**src/rtl/serial_addsub_pkg.sv**
```systemverilog
// Shared definitions for the bit-serial adder/subtractor: state encoding,
// mode constants and the parameter legality check used at elaboration.
package serial_addsub_pkg;

  typedef enum logic [1:0] {
    IDLE = 2'd0,
    RUN  = 2'd1,
    DONE = 2'd2
  } state_t;

  localparam logic MODE_ADD = 1'b0;
  localparam logic MODE_SUB = 1'b1;

  // The chunk loop only covers the operand exactly when the chunk size divides the width.
  function automatic bit params_ok(input int width, input int bits_per_cycle);
    return (width >= 2) && (bits_per_cycle >= 1) && ((width % bits_per_cycle) == 0);
  endfunction

endpackage

```
**src/rtl/serial_addsub_fa_bit.sv**
```systemverilog
// One-bit full-adder cell; chained BITS_PER_CYCLE times inside serial_addsub.
module fa_bit (
  input  logic a,
  input  logic b,
  input  logic ci,
  output logic z,
  output logic co
);

  assign z  = a ^ b ^ ci;
  assign co = (a & b) | (ci & (a ^ b));

endmodule

```
**src/rtl/serial_addsub.sv**
```systemverilog
// Sequential adder/subtractor: BITS_PER_CYCLE bits per clock through a ripple
// chain of fa_bit cells, with start/busy/done handshake and carry/overflow/zero flags.
//
// state | meaning
// IDLE  | waiting for start
// RUN   | one operand chunk consumed per edge
// DONE  | results valid for one cycle (done=1); start here is accepted
module serial_addsub
  import serial_addsub_pkg::*;
#(
  parameter int WIDTH          = 8,
  parameter int BITS_PER_CYCLE = 1
) (
  input  logic             clk,
  input  logic             rst,
  input  logic             start,
  input  logic             mode,
  input  logic [WIDTH-1:0] a,
  input  logic [WIDTH-1:0] b,
  input  logic             ci,
  output logic [WIDTH-1:0] z,
  output logic             co,
  output logic             ov,
  output logic             zero,
  output logic             busy,
  output logic             done
);

  localparam int BPC = BITS_PER_CYCLE;
  localparam int N   = WIDTH / BPC;
  localparam int CW  = (N > 1) ? $clog2(N) : 1;

  generate
    if (!params_ok(WIDTH, BITS_PER_CYCLE)) begin : g_bad_params
      $error("serial_addsub: WIDTH must be >= 2 and a multiple of BITS_PER_CYCLE");
    end
  endgenerate

  state_t           state, state_nxt;
  logic [WIDTH-1:0] op_a, op_b, res_sh, res_next;
  logic             carry;
  logic [CW-1:0]    cnt;
  logic [BPC:0]     chain;
  logic [BPC-1:0]   sum_chunk;
  logic             accept, last;

  assign chain[0] = carry;

  generate
    for (genvar i = 0; i < BPC; i++) begin : g_chain
      fa_bit u_fa (
        .a  (op_a[i]),
        .b  (op_b[i]),
        .ci (chain[i]),
        .z  (sum_chunk[i]),
        .co (chain[i+1])
      );
    end
  endgenerate

  // Sum chunks enter at the top so the first (least significant) chunk ends at bit 0.
  assign res_next = (res_sh >> BPC) | (WIDTH'(sum_chunk) << (WIDTH - BPC));

  assign accept = start && (state != RUN);
  assign last   = (cnt == CW'(N - 1));
  assign busy   = (state == RUN);
  assign done   = (state == DONE);

  always_comb begin
    state_nxt = state;
    case (state)
      IDLE:    if (start) state_nxt = RUN;
      RUN:     if (last)  state_nxt = DONE;
      DONE:    state_nxt = start ? RUN : IDLE;
      default: state_nxt = IDLE;
    endcase
  end

  always_ff @(posedge clk) begin
    if (rst) begin
      state  <= IDLE;
      op_a   <= '0;
      op_b   <= '0;
      res_sh <= '0;
      carry  <= 1'b0;
      cnt    <= '0;
      z      <= '0;
      co     <= 1'b0;
      ov     <= 1'b0;
      zero   <= 1'b0;
    end else begin
      state <= state_nxt;
      if (accept) begin
        op_a   <= a;
        op_b   <= (mode == MODE_ADD) ? b : ~b;
        carry  <= (mode == MODE_ADD) ? ci : ~ci;
        res_sh <= '0;
        cnt    <= '0;
      end else if (state == RUN) begin
        op_a   <= op_a >> BPC;
        op_b   <= op_b >> BPC;
        res_sh <= res_next;
        carry  <= chain[BPC];
        cnt    <= cnt + CW'(1);
        if (last) begin
          z    <= res_next;
          co   <= chain[BPC];
          ov   <= chain[BPC] ^ chain[BPC-1];
          zero <= (res_next == '0);
        end
      end
    end
  end

endmodule

```
**config.mk**
```make
export PLATFORM = sky130hd
export DESIGN_NAME = serial_addsub
export DESIGN_NICKNAME = d
export VERILOG_FILES = /design/src/rtl/serial_addsub_pkg.sv /design/src/rtl/serial_addsub_fa_bit.sv /design/src/rtl/serial_addsub.sv
export SDC_FILE = /design/constraint.sdc
export NUM_CORES = 1
export LEC_CHECK = 0
export ABC_AREA = 1
export ABC_CLOCK_PERIOD_IN_PS = 1300
export CAP_MARGIN = 20
export CORE_ASPECT_RATIO = 1.5
export CORE_MARGIN = 3
export CORE_UTILIZATION = 40
export DETAILED_ROUTE_END_ITERATION = 16
export GPL_ROUTABILITY_DRIVEN = 0
export GPL_TIMING_DRIVEN = 1
export PLACE_DENSITY = 0.67
export SYNTH_ARGS = -nofsm -noshare
export SYNTH_HDL_FRONTEND = slang
export SYNTH_SLANG_ARGS = --single-unit
```
**constraint.sdc**
```tcl
create_clock -name clk -period 1.3 [get_ports clk]
set_input_delay 0.13 -clock clk [delete_from_list [all_inputs] [get_ports clk]]
set_output_delay 0.13 -clock clk [all_outputs]
set_load 0.01 [all_outputs]
```
==> metrics.csv, run 1 <==
metric,value,unit
area_growth,33.6,%
syn_nets,272,
boundaryPins,34,
drive_above_1_share,0.155,
drtIter0Drc,47,
coreArea,0.00428,sq mm
finalCriticalPeriod,1.27,ns
gr-max-usage-layer,met2,
grtUsageMet3,0.0428,
status,"finished, final reports clean",
pwr-share-seq,0.489,
start_util,0.418,
die_h,88.0,microns
cts_made_buffers,5,
yosys-top-cells-count,"nand2_1, dfxtp_1, nand3_1",
hold_class,in2reg,
timing.hold.ws,0.387,ns
clk_pin_slew,0.08,ns
drc,0,
synth_top_area_cell,dfxtp_1,
cts_sinks,40,
portBuffers,33,
vias,1636,
hold_buffers,0,
fillers,413,
grt-ovfl-total,0,
relSlewSlack,0.693,
crit_path_end_kind,flip-flop,
row_count,29,
synth_top_area_frac,0.447,
cts-root-buf,clkbuf_8,
power_density,1110,mW/mm^2
grt_antenna_before_repair,0,
wl_per_cell,11.5,microns
fp.dieW,60.6,microns
regArea,808,sq um
netSwitchingFraction,0.243,
power.leakage,1.18,nW
final_util,0.559,
post-route-period-util,0.980,
worst_slew_pin_slew,0.460,ns
clkPwrFrac,0.374,
synthArstFlopShare,0,
dp_hpwl,2.70,mm
critPathMaxFanout,3,
setup_viol_count_final,0,
crit_arrival,1.47,ns
irDropWorstVdd,0.756,mV
firstDrtPassIters,4,
worstSetupStartpointType,flip-flop,
met1_usage,0.165,
rsz0062_at_grt,yes,
skew,0.00552,ns
ys_warn_count,0,
switching_power,0.645,mW
required,1.49,ns
p_int,2.01,mW
clock_path_buffers,2,
worstRegToRegCells,6,
ys_seq_elements,40,
grt_max_degree,27,
grt_use_met2,0.286,
cts_max_level,2,
netlist_instances,248,
track_usage,0.157,
grt_first_pass_wirelength,6.31,mm
synth_edf_count,0,
final_nets,314,
yosysUniqueCellTypes,20,
viasPerCell,4.85,
power,2.66,mW
wirelength,3.88,mm
report.final.hold_viol_count,0,
min_path_cells,3,
ant_nets,0,
synthFlopType,dfxtp_1,
syn_area_per_cell,7.22,sq um
pwr-share-comb,0.137,
post-synth-top-count-cell,nand2_1,
drv_cap,0,
synth_area,0.00179,sq mm
antennaDiodeCount,0,
clk_latency,0.29,ns
fin_area,0.00239,sq mm
ys_top_cells_by_area,"dfxtp_1, nand2_1, nand3_1, nor2_1, xnor2_1",
first_global_vias,1481,
yosysSeqAreaShare,0.447,
max_freq,785,MHz
slew_viol_final,0,
tritoncts,done,
crit_type,reg2reg,
placed_area,0.00223,sq mm
fp.dieArea,0.00533,sq mm
multi_input_area,890,sq um
[state kept, by name, indices dropped and copies added, names as in the netlist]
| register | flops |
|---|---|
| op_b | 8 |
| co | 1 |
| state | 2 |
| cnt | 3 |
| res_sh | 7 |
| zero | 1 |
| z | 8 |
| ov | 1 |
| op_a | 8 |
| carry | 1 |
[final timing paths]
check	start	to	slack, ns
setup / recovery	carry	zero	0.03
hold / removal	a[7]	op_a[7]	0.39
setup reg to reg	carry	zero	0.03
hold reg to reg	op_a[7]	op_a[7]	0.46
[cells in the final DEF (no fill, tap or decap), drive strengths merged]
cell,instances
buf,14
xor2,3
ha,2
clkinvlp,1
o21ai,5
clkbuf,6
a21oi,12
nor2,39
fa,1
clkinv,1
inv,17
clkdlybuf4s50,20
nand2,71
dfxtp,40
bufinv,1
dlymetal6s2s,6
dlygate4sd2,6
nand3,38
xnor2,8
[power groups by stage]
stage	sequential (mW)	combinational [mW]	clock, mW
floorplan	1.32	0.230	0
detailed placement	1.32	0.360	0
CTS	1.29	0.359	1.02
global placement	1.32	0.356	0
global route	1.30	0.409	1.06
finish	1.30	0.364	0.994
[cells by family (layout without fill, tap and decap cells)]
group | Yosys count | in the layout | synth area share
compound gates | 17 | 17 | 0.0475
xor+xnor | 11 | 11 | 0.0538
fa+ha+maj | 3 | 3 | 0.0251
buf+inv | 29 | 72 | 0.0775
flops | 40 | 40 | 0.447
simple gates | 148 | 148 | 0.349
[cell type report]
cell class / instances / area share
clock inverter: 3 / 0.0178
timing repair buffer: 47 / 0.193
sequential: 40 / 0.338
multi-input combinational: 179 / 0.372
inverter: 17 / 0.0267
tap: 46 / 0.0240
clock buffer: 5 / 0.0288
[per-layer routing]
metal | part of all wire | up-vias
met5 | 0 | -
met4 | 0.016 | 0
met3 | 0.036 | 6
met2 | 0.52 | 36
met1 | 0.42 | 733
li1 | - | 861
[per-stage QoR]
stage | TNS (ns) | instances | setup slack, ns
3_5_place_dp | -0.593 | 329 | -0.0680
5_1_grt | -0.0697 | 337 | -0.0437
3_3_place_gp | -0.329 | 329 | -0.0367
6_report | 0 | 337 | 0.0254
2_1_floorplan | 0 | 248 | 0.0562
4_1_cts | 0 | 337 | 0.00120
[repair_timing]
action | CTS | global route
pin swaps | 1 | 3
gates resized for setup | 10 | 24
buffers inserted | 0 | 0
setup endpoints to repair | 18 | 18
[worst max-delay path: stages (launching register included)]
cell and delay, ns:
dfxtp_2 0.33, fa_2 0.59, nor2_1 0.05, nand2_1 0.07, nor2_2 0.04, nor2_2 0.06
nor2_1 0.04
Note: power is estimated with default switching activity, not from simulation.
==> inputs of run 2 (changes only) <==
Settings changed: SETUP_SLACK_MARGIN set to 0.05.
==> metrics.csv, run 2 (synthesized netlist as in run 1, its figures left out) <==
metric,value,unit,change
status,"finished, final reports clean",,
portBuffers,33,,unchanged
first_global_vias,1480,,-0.068%
track_usage,0.158,,+0.000293
coreArea,0.00428,sq mm,unchanged
worst_slew_pin_slew,0.459,ns,-0.00105 ns
multi_input_area,951,sq um,+6.9%
grt_max_degree,27,,unchanged
netSwitchingFraction,0.246,,+0.00316
irDropWorstVdd,0.763,mV,+0.94%
drc,0,,unchanged
drv_cap,0,,unchanged
ff2ff_setup_slack,0.02,ns,about the same
rsz0062_at_grt,yes,,
wirelength,3.97,mm,+2.3%
setup_slack,0.0196,ns,-0.00587 ns
final_cell_mix,"nand2_1, dfxtp_1, nor2_1, nand3_1, clkdlybuf4s50_1",,
cp_slowest_cell,fa_2,,
timing.hold.ws,0.387,ns,-0.000420 ns
slowest_delay,0.59,ns,about the same
top_regs,"op_a x8, op_b x8, z x8",,
grt_first_pass_wirelength,6.32,mm,+0.22%
worstSetupStartpointType,flip-flop,,
switching_power,0.657,mW,+1.9%
clkPwrFrac,0.374,,about the same
critPathBufInv,0,,unchanged
die_h,88.0,microns,unchanged
boundaryPins,34,,unchanged
setup_tns,0,ns,unchanged
finalCriticalPeriod,1.28,ns,+0.00587 ns
relSlewSlack,0.694,,+0.000704
crit_type,reg2reg,,
fin_area,0.00249,sq mm,+4.2%
post-route-period-util,0.985,,+0.00451
pwr-share-comb,0.140,,+0.003
required,1.50,ns,about the same
p_int,2.02,mW,+0.21%
dp_hpwl,2.70,mm,unchanged
cts-root-buf,clkbuf_8,,
pwr-share-seq,0.485,,-0.004
skew,0.00759,ns,+0.00208 ns
placed_area,0.00223,sq mm,unchanged
tritoncts,done,,
pre_cts_ws,-0.0680,ns,unchanged
clk_pin_slew,0.08,ns,about the same
drive_above_1_share,0.197,,+0.0420
cts_made_buffers,5,,unchanged
power_density,1070,mW/mm^2,-3.4%
setup_viol_count_final,0,,unchanged
viasPerCell,4.82,,-0.75%
antennaDiodeCount,0,,unchanged
grt_antenna_before_repair,0,,unchanged
crit_family,adder cells,,
crit_arrival,1.48,ns,about the same
drtIter0Drc,43,,-8.5%
hold_class,in2reg,,
clock_path_buffers,2,,unchanged
cts_max_level,2,,unchanged
final_common_cell,nand2_1,,
report.final.hold_viol_count,0,,unchanged
firstDrtPassIters,4,,unchanged
row_count,29,,unchanged
ant_nets,0,,unchanged
grt-ovfl-total,0,,unchanged
hold_buffers,0,,unchanged
area_growth,39.2,%,
crit_path_end_kind,flip-flop,,
max_freq,781,MHz,-0.46%
path_cells,"fa_2, nor2_1, nand2_1, nor2_2, nor2_2, nor2_1",,
power.leakage,1.15,nW,-2.8%
slew_viol_final,0,,unchanged
vias,1643,,+0.43%
fp.dieW,60.6,microns,unchanged
final_nets,318,,+1.3%
start_util,0.418,,unchanged
wl_per_cell,11.6,microns,+1.1%
fp.dieArea,0.00533,sq mm,unchanged
cts_sinks,40,,unchanged
critPathMaxFanout,3,,unchanged
fillers,411,,-0.48%
clk_latency,0.30,ns,about the same
regArea,807,sq um,-0.15%
## run 2: per-layer routing
metal,track usage,wire length (microns)
met3,0.0428,125
met4,0.0631,97
met5,0,0
met1,0.166,1670
met2,0.286,2080
## run 2: cell type report
class	instances	share of cell area
multi-input combinational	179	0.381
sequential	40	0.324
timing repair buffer	51	0.199
inverter	17	0.0286
clock buffer	5	0.0276
tap	46	0.0231
clock inverter	3	0.0171
## run 2: path summary, 6_finish.rpt
kind | from | endpoint | cells past startpoint
max | op_b[0] | zero | 6
min | a[7] | op_a[7] | 3
max reg2reg | op_b[0] | zero | 6
min reg2reg | z[1] | z[1] | 2
## run 2: power by group through the flow
stage,registers (mW),clock network [mW],logic [mW]
final,1.30,1.00,0.375
after global routing,1.30,1.06,0.420
after CTS,1.29,1.02,0.360
after detailed placement,1.32,0,0.360
after global placement,1.32,0,0.356
after floorplan,1.32,0,0.230
## run 2: timing repair
action | CTS | global route
pin swaps | 2 | 10
gates resized for setup | 20 | 33
cloned | 0 | 1
setup endpoints to repair | 25 | 28
buffers inserted | 0 | 3
## run 2: worst register-to-register path, delay by kind of cell, from the launching register on
family | cells | cell delay (ns)
DFF | 1 | 0.34
and+or+nand+nor | 5 | 0.26
adders and majority gates | 1 | 0.59
## run 2: metrics by stage
step                total power [mW]  std cells   util
floorplan                       1.55        248      -
global placement                1.68        329  0.522
detailed placement              1.68        329  0.522
CTS                             2.67        337  0.546
global route                    2.79        341  0.582
finish                          2.67        341  0.582
